==> config.mk <==
export PLATFORM = sky130hd
export DESIGN_NAME = multi_rate_ticker
export DESIGN_NICKNAME = d
export VERILOG_FILES = /design/src/rtl/multi_rate_ticker.sv
export SDC_FILE = /design/constraint.sdc
export NUM_CORES = 1
export LEC_CHECK = 0
export BUFFER_PORTS_ARGS = -buffer_cell sky130_fd_sc_hd__buf_2
export CORE_MARGIN = 4
export CORE_UTILIZATION = 35
export DETAILED_ROUTE_END_ITERATION = 16
export PLACE_DENSITY = 0.61
export SLEW_MARGIN = 20
export SYNTH_ARGS = -nofsm -noshare
export SYNTH_HDL_FRONTEND = slang
export SYNTH_SLANG_ARGS = --single-unit
==> constraint.sdc <==
create_clock -name clk -period 6 [get_ports clk]
set_clock_uncertainty 0.15 [all_clocks]
set_input_delay 0.9 -clock clk [delete_from_list [all_inputs] [get_ports clk]]
set_output_delay 0.9 -clock clk [all_outputs]
set_load 0.005 [all_outputs]
==> src/rtl/multi_rate_ticker.sv <==
// Multi-channel programmable tick generator: per-channel period, pause, restart,
// saturating speed-up, tick counter and at-minimum flag.
module multi_rate_ticker #(
    parameter int CHANNELS       = 2,
    parameter int WIDTH          = 32,
    parameter int DEFAULT_PERIOD = 50_000_000,
    parameter int MIN_PERIOD     = 1,
    parameter int COUNT_W        = 16
) (
    input  logic                        clk,
    input  logic                        reset_n,
    input  logic [CHANNELS*WIDTH-1:0]   period_in,
    input  logic [CHANNELS-1:0]         load,
    input  logic [CHANNELS-1:0]         run,
    input  logic [CHANNELS-1:0]         restart,
    input  logic [CHANNELS-1:0]         speed_up,
    input  logic [WIDTH-1:0]            step_in,
    output logic [CHANNELS-1:0]         tick,
    output logic [CHANNELS*COUNT_W-1:0] tick_count,
    output logic [CHANNELS-1:0]         at_min
);

    localparam logic [WIDTH-1:0]   DEF_P   = WIDTH'(DEFAULT_PERIOD);
    localparam logic [WIDTH-1:0]   MIN_P   = WIDTH'(MIN_PERIOD);
    localparam logic [WIDTH-1:0]   ONE_W   = WIDTH'(1);
    localparam logic [COUNT_W-1:0] ONE_C   = COUNT_W'(1);

    function automatic logic [WIDTH-1:0] clamp_period(input logic [WIDTH-1:0] v);
        return (v < MIN_P) ? MIN_P : v;
    endfunction

    // Compare before subtracting so any step, including all-ones, cannot wrap.
    function automatic logic [WIDTH-1:0] sat_dec(input logic [WIDTH-1:0] p,
                                                 input logic [WIDTH-1:0] s);
        if (s >= p)
            return MIN_P;
        return clamp_period(p - s);
    endfunction

    for (genvar g = 0; g < CHANNELS; g++) begin : g_ch
        logic [WIDTH-1:0]   period_q;
        logic [WIDTH-1:0]   cnt_q;
        logic [WIDTH-1:0]   period_ld;
        logic [WIDTH-1:0]   period_nxt;
        logic               tick_q;
        logic [COUNT_W-1:0] count_q;

        assign period_ld  = clamp_period(period_in[g*WIDTH +: WIDTH]);
        assign period_nxt = speed_up[g] ? sat_dec(period_q, step_in) : period_q;

        always_ff @(posedge clk or negedge reset_n) begin
            if (!reset_n) begin
                period_q <= DEF_P;
                cnt_q    <= DEF_P - ONE_W;
                tick_q   <= 1'b0;
                count_q  <= '0;
            end else if (load[g]) begin
                period_q <= period_ld;
                cnt_q    <= period_ld - ONE_W;
                tick_q   <= 1'b0;
                count_q  <= '0;
            end else begin
                period_q <= period_nxt;
                if (restart[g]) begin
                    cnt_q  <= period_nxt - ONE_W;
                    tick_q <= 1'b0;
                end else if (run[g] && cnt_q == '0) begin
                    cnt_q   <= period_nxt - ONE_W;
                    tick_q  <= 1'b1;
                    count_q <= count_q + ONE_C;
                end else if (run[g]) begin
                    cnt_q  <= cnt_q - ONE_W;
                    tick_q <= 1'b0;
                end else begin
                    tick_q <= 1'b0;
                end
            end
        end

        assign tick[g]                          = tick_q;
        assign tick_count[g*COUNT_W +: COUNT_W] = count_q;
        assign at_min[g]                        = (period_q == MIN_P);
    end

endmodule

## Yosys cells after proc, flatten, opt, wreduce, memory -nomap -nowiden

Index checks and enable logic that the tools add are counted.
Widths: inputs -> output; s select.

- Register bits after elaboration: 162
- Input bits: 106

- Order comparisons: 6
- $add $sub $neg: 10
- Equality and inequality tests: 4
- Reductions and logical operators: 10
- Multiplexer cells: 34

Operators with widths:

| kind | number |
|---|---|
| $mux 32 | 20 |
| $sub 32x1->32 const B | 6 |
| $lt 32x1->1 const B | 4 |
| $mux 16 | 6 |
| $eq 32x1->1 const B | 2 |
| $ge 32x32->1 | 2 |
| $logic_not 32->1 | 2 |
| $sub 32x32->32 | 2 |
| $add 16x1->16 const B | 2 |
| $mux 1 | 8 |
| $reduce_bool 4->1 | 2 |
| $ne 2x2->1 const B | 2 |
| $reduce_and 2->1 | 2 |
| $reduce_bool 2->1 | 2 |
| $logic_and 1x1->1 | 2 |

## Logic depth before layout (Yosys ltp)

Gate-level depths: netlist of run 1.

- Depth in word-level cells: 9
- Gate-level depth with buffers: 22

## Worst setup path after synthesis of run 1

Ideal clock, no wire load.

- Path kind: input-to-reg
- Start: input port step_in[13]
- End: register g_ch[0].cnt_q[28]
- Stages on the path: 19
- Data arrival time: 5.590 ns
- Slack: 0.167 ns
- Required time: 5.756 ns
- Path through: inv_1 ha_1 clkbuf_1 nand2_1 or4_1 o211ai_2 a21o_1 clkbuf_1 buf_1 buf_2 a32o_1 ha_1 o21ai_0 a211o_1 or4_4 nor3_4 nand3_1 xor2_1 a221oi_2

- Longest elaborated chain between the ends: 9
- Elaborated cells on any way between the ends: 11

RTL lines:

| item | line | source |
|---|---|---|
| start: declaration | 17 | `input logic [WIDTH-1:0] step_in,` |
| $sub 32x32->32 | 37 | `return clamp_period(p - s);` |
| $lt 32x1->1 | 29 | `return (v < MIN_P) ? MIN_P : v;` |
| $mux 32 | 29 |  |
| $mux 32 * | 37 |  |
| $mux 32 * | 49 | `assign period_nxt = speed_up[g] ? sat_dec(period_q, step_in) : period_q;` |
| $sub 32x1->32 * | 65, 68 |  |
| $mux 32 | 67 | `end else if (run[g] && cnt_q == '0) begin` |
| $mux 32 * | 64 | `if (restart[g]) begin` |
| $mux 32 * | 57 | `end else if (load[g]) begin` |
| end signal: assignment | 59 | `cnt_q <= period_ld - ONE_W;` |
| end signal: assignment | 65 | `cnt_q <= period_nxt - ONE_W;` |
| end signal: assignment | 68 | `cnt_q <= period_nxt - ONE_W;` |
| end: declaration | 42 | `logic [WIDTH-1:0] cnt_q;` |

Every way passes the cells marked *; elsewhere a longest branch is shown, timed or not.
A chain may end at the register's enable or synchronous reset.

## Worst setup path after layout of run 1

- Start: input port step_in[3]
- End: register g_ch[0].cnt_q[28]

The elaborated chain is that of the path after synthesis.

==> results.cfg, run 1 <==
[outcome]
run_status = finished clean

[synthesis]
synth_top_area_share_pct = 14.7
yosysTopAreaCell = dfrtp_1
synthFlopType = dfrtp_1
yosysSeqAreaShare_pct = 23.8
netlist_instances = 2254
avgSynthCellArea_um2 = 7.68
synth-async-reset-ratio_pct = 100
synth-edff-count = 0
syn_nets = 2434
synth_warnings = 0
synthTopCellsByArea = dfrtp_1 15%, dfstp_2 9.1%, a21oi_1 5.5%, ha_1 5.2%, nor2_1 4.6%
synthesis.area_mm2 = 0.0173
yosysUniqueCellTypes = 95
synth-seq-cells = 162

[layout]
nets = 2624
final_area_mm2 = 0.0201
nFillCells = 5050
layout_common_cells = 212 x nor2_1, 189 x a21oi_1, 175 x nand2_1
syn_to_final_growth_pct = 16.3
drive_gt1_share_pct = 19.3
diodes = 0
fin_util_pct = 41.1
layout_commonest_cell = nor2_1

[clock_network]
clk_pin_slew_worst_paths_ns = 0.07
postCtsHoldBufs = 0
clock_sinks = 162
cts_setup_buffers = 0
cts-resized-gates = 0
htreeDepth = 4
clockRootBuffer = clkbuf_16
cts_made_buffers = 17
clk_latency_ns = 0.50
cts_tree = done
clk_path_buf_depth = 2

[route]
vias = 18722
drt_iter0_markers = 1589
ant_nets = 0
drc = 0
routed_via_density = 6.00
postRouteWirelength_um = 65400
drtPass1Iterations = 6
wire_per_inst_um = 20.9

[floorplanning]
dieWidth_um = 230
core_mm2 = 0.0490
row_count = 81
io_pins = 142
die_area_mm2 = 0.0531
initial_core_util_pct = 35.4
die_h_um = 230

[worst_setup_path]
path_delay_family = compound AO/OA/AOI/OAI gates
cp.arrival_ns = 5.94
critPathCaptureType = flip-flop
path_buf_inv = 2
critPathMaxStageDelay_ns = 0.67
crit_chain = buf_2 -> inv_1 -> ha_1 -> a21o_1 -> a21oi_2 -> a21oi_1 -> o31ai_1 -> a21oi_1 -> xnor2_1 -> and4b_1 -> nand4b_1 -> a32o_1 -> ha_1 -> o21ai_0 -> a211o_1 -> or4_4 -> nor3_4 -> nand3_1 -> xor2_1 -> a221oi_2
crit_fanout = 9
crit_type = input pin to flip-flop
crit_path_start_kind = input pin
cp_slowest_cell = o31ai_1
worstPathRequired_ns = 6.26

[timing]
max_freq_mhz = 176
period_share_pct = 94.7
period_needed_ns = 5.68
setup_violations = 0
hold_viol = 0
slew_violations = 0
tightest_slew_ns = 0.941
worst_hold_slack_ns = 0.244
slew_headroom_pct = 36.8
rsz0062_at_grt = no

[grt]
grt.overflow.total = 0
grt_pass1_vias = 18249
grt_max_degree = 94
track_usage_pct = 24.0
grt_pass1_wl_um = 102000
grt_antenna_before_repair = 0

[min_path]
hp-class = input pin to async pin

[pwr]
power_density_mw_per_mm2 = 237
p_leak_uw = 0.00814
peakVddDrop_mv = 0.241

[placed_design]
gp_congestion = 0.936
dpl.hpwl_um = 52300
placed_area_mm2 = 0.0195
place.port_buffers = 141

[job]
drv_cap = 0
==> worst paths after layout <==
check,from,endpoint,slack (ns),cells past startpoint
setup / recovery,step_in[3],g_ch[0].cnt_q[28],0.32,20
hold / removal,reset_n,g_ch[1].cnt_q[27],0.24,1
setup reg to reg,g_ch[0].period_q[0],g_ch[0].cnt_q[28],0.43,22
hold reg to reg,g_ch[0].cnt_q[12],g_ch[0].cnt_q[12],0.36,2
max in group asynchronous,reset_n,g_ch[0].count_q[5],4.43,2
min in group clk,g_ch[0].cnt_q[12],g_ch[0].cnt_q[12],0.36,2
==> power breakdown <==
| group | total [µW] | switching (µW) | leakage, µW | internal [µW] |
|---|---|---|---|---|
| registers | 1420 | 162 | 0.00193 | 1260 |
| clock network | 1190 | 516 | 0.000298 | 672 |
| logic | 2170 | 1300 | 0.00591 | 874 |
==> sequential cells by signal (all words and copies together), names as in the netlist <==
register,cells
g_ch.count_q,32
g_ch.tick_q,2
g_ch.cnt_q,64
g_ch.period_q,64
==> Yosys cell counts (54+ instances only) <==
master / number
nand3_1: 57
a21oi_1: 189
nor2_1: 212
nand2_1: 175
inv_1: 89
xor2_1: 68
xnor2_1: 86
nor4_1: 54
o21ai_0: 143
dfrtp_1: 102
dfstp_2: 60
ha_1: 72
nor3_1: 107
clkbuf_1: 87
==> worst reg2reg max path, stage by stage, from the launching register on <==
cell	delay, ns
dfrtp_1	0.38
inv_1	0.19
ha_1	0.21
inv_1	0.05
fa_1	0.42
nand3_1	0.13
nand2_1	0.15
a221oi_4	0.31
buf_4	0.22
o41ai_1	0.11
xor2_1	0.34
nor4_1	0.15
and4b_1	0.23
nand4b_1	0.17
a32o_1	0.24
ha_1	0.18
o21ai_0	0.12
a211o_1	0.34
or4_4	0.56
nor3_4	0.26
nand3_1	0.13
xor2_1	0.17
a221oi_2	0.27
==> stage by stage <==
stage                     TNS [ns]  setup WS [ns]  std cells  total power [µW]
after floorplan                  0          0.167       2254              2760
after global placement      -0.299         -0.106       3089              3530
after detailed placement    -0.828         -0.200       3089              3550
after CTS                        0          0.293       3121              4770
after global routing             0         0.0438       3121              5060
final                            0          0.319       3121              4780
==> logic make-up (layout without fill, tap and decap cells) <==
kind of cell	count (synthesis)	in the layout	share of synthesized area (%)
fa+ha+maj	74	74	5.43
flops	162	162	23.8
xor+xnor	154	154	7.79
mux	72	72	4.53
compound gates	710	710	27.6
buf+inv	211	414	4.86
simple gates	871	871	26.0
==> per-layer routing <==
layer	track usage [%]	vias up	wire, µm	share of wire (%)
met3	3.41	130	3360	5.1
met5	0	-	0	0
met1	30.0	8988	27900	43
met4	10.1	0	2480	3.8
li1	-	8894	-	-
met2	41.5	710	31700	48
==> layout make-up <==
cell class                 instances  area, µm²  share of cell area [%]
clock buffer                      22        495                    2.46
clock inverter                    10        124                   0.615
inverter                          92        345                    1.72
multi-input combinational       1881      12400                    61.4
sequential                       162       4130                    20.5
tap                              664        831                    4.13
timing repair buffer             290       1840                    9.16
No activity file was read; power rests on OpenSTA's default activity.
==> inputs of run 2 (changes only) <==
--- a/config.mk
+++ b/config.mk
@@ -9,7 +9,9 @@
 export CORE_MARGIN = 4
 export CORE_UTILIZATION = 35
 export DETAILED_ROUTE_END_ITERATION = 16
-export PLACE_DENSITY = 0.61
+export PLACE_DENSITY_LB_ADDON = 0.05
+export RECOVER_POWER = 100
+export SKIP_CTS_REPAIR_TIMING = 1
 export SLEW_MARGIN = 20
 export SYNTH_ARGS = -nofsm -noshare
 export SYNTH_HDL_FRONTEND = slang
==> run 2 against run 1 <==
  * The run now ends with capacitance limit, slew limit left
  * Hold slack better by 0.11 ns
  * Core utilization down 0.40 points
  * Clock power down 8%
==> results.cfg, run 2 (synthesis results as in run 1) <==
[worst_setup_path]
crit_chain = inv_1 -> ha_1 -> inv_1 -> fa_1 -> nand3_1 -> a211oi_1 -> buf_4 -> a211o_1 -> a211o_1 -> o2111ai_1 -> clkbuf_1 -> a22o_1 -> nand4_1 -> nor4b_1 -> nor3b_1 -> xnor2_1 -> o21a_1
cp_slowest_cell = clkbuf_1
cp.arrival_ns = 6.00
crit_fanout = 19
crit_path_start_kind = flip-flop
critPathCaptureType = flip-flop
critPathMaxStageDelay_ns = 0.83
worstPathRequired_ns = 6.24
crit_type = flip-flop to flip-flop

[timing]
period_share_pct = 96.0
setup_violations = 0
worst_hold_slack_ns = 0.357
rsz0062_at_grt = no
tightest_slew_ns = 4.49
hold_viol = 0
period_needed_ns = 5.76
max_freq_mhz = 174
fin_ws_ns = 0.240
slew_violations = 75
slew_headroom_pct = -199

[outcome]
violations = capacitance limit, slew limit
run_status = finished with violations

[clock_network]
cts_made_buffers = 17
clk_pin_slew_worst_paths_ns = 0.07
clock_sinks = 162
htreeDepth = 4
clk_path_buf_depth = 2
clockRootBuffer = clkbuf_16
clk_latency_ns = 0.46
cts_tree = done

[placed_design]
pre_cts_ws_ns = -0.0507
dpl.hpwl_um = 59500
gp_congestion = 0.986
placed_area_mm2 = 0.0195
place.port_buffers = 141

[floorplanning]
die_h_um = 230
io_pins = 142
die_area_mm2 = 0.0531
dieWidth_um = 230
row_count = 81
core_mm2 = 0.0490
initial_core_util_pct = 35.4

[layout]
nFillCells = 5243
syn_to_final_growth_pct = 15.1
layout_common_cells = 212 x nor2_1, 190 x a21oi_1, 175 x nand2_1
reg.largest.list = g_ch.cnt_q (64), g_ch.period_q (64), g_ch.count_q (32)
layout_commonest_cell = nor2_1
nets = 2619
fin_util_pct = 40.7
drive_gt1_share_pct = 17.7
final_area_mm2 = 0.0199

[min_path]
hp-class = flip-flop to flip-flop

[route]
ant_nets = 0
drt_iter0_markers = 1596
postRouteWirelength_um = 73800
drc = 0
wire_per_inst_um = 23.7
routed_via_density = 6.05
vias = 18894
drtPass1Iterations = 5

[pwr]
p_leak_uw = 0.00797
power_density_mw_per_mm2 = 239
peakVddDrop_mv = 0.211

[grt]
grt_pass1_wl_um = 111000
grt_max_degree = 89
grt_antenna_before_repair = 6
grt_pass1_vias = 18494
track_usage_pct = 26.9
grt.overflow.total = 0

[job]
drv_cap = 1
==> run 2: changes by cell type in the layout (fill, tap and decap cells not counted), sizes merged <==
cell    change
clkinv      +2
diode       +5
buf        -37
inv         +3
bufinv      -1
clkbuf     +28
==> run 2: path summary, 6_finish.rpt <==
path	start	endpoint	cells past startpoint	slack (ns)
max	g_ch[1].period_q[0]	g_ch[1].cnt_q[25]	17	0.24
min	g_ch[0].cnt_q[12]	g_ch[0].cnt_q[12]	2	0.36
max reg2reg	g_ch[1].period_q[0]	g_ch[1].cnt_q[25]	17	0.24
min reg2reg	g_ch[0].cnt_q[12]	g_ch[0].cnt_q[12]	2	0.36
max in group asynchronous	reset_n	g_ch[0].cnt_q[7]	1	1.27
min in group asynchronous	reset_n	g_ch[1].period_q[18]	1	1.89
==> run 2: per-stage QoR <==
stage               power (µW)  setup TNS, ns  std cells
floorplan                 2760              0       2254
global route              5040              0       3117
global placement          3680              0       3084
CTS                       4790              0       3116
detailed placement        3670        -0.0923       3084
finish                    4770              0       3121
==> run 2: critical path, delay by kind of cell (launching register included) <==
kind / cells / cell delay (ns)
AOI/OAI and AO/OA: 6 / 1.92
buffers and inverters: 4 / 1.22
and+or+nand+nor: 4 / 1.13
adders and majority gates: 2 / 0.62
DFF: 1 / 0.42
xor gates and xnor gates: 1 / 0.20
==> run 2: report_power, final <==
group | internal, µW | total, µW | switching [µW]
Sequential | 1260 | 1430 | 178
Clock | 576 | 1090 | 518
Combinational | 870 | 2240 | 1370
Total | 2700 | 4770 | 2070
==> run 2: routing by layer <==
metal / part of all wire, % / vias up / GRT usage [%]
met5: 0.018 / - / 0
met4: 3.3 / 2 / 8.15
met3: 4.4 / 117 / 3.29
met2: 51 / 583 / 49.0
met1: 42 / 9291 / 33.1
li1: - / 8901 / -
==> run 2: layout make-up <==
| type | instances | area, µm² | share of cell area (%) |
|---|---|---|---|
| antenna | 5 | 12.5 | 0.0628 |
| clock buffer | 18 | 429 | 2.15 |
| clock inverter | 14 | 130 | 0.653 |
| inverter | 92 | 345 | 1.73 |
| multi-input combinational | 1881 | 12300 | 61.9 |
| sequential | 162 | 4130 | 20.7 |
| tap | 664 | 831 | 4.17 |
| timing repair buffer | 285 | 1720 | 8.64 |
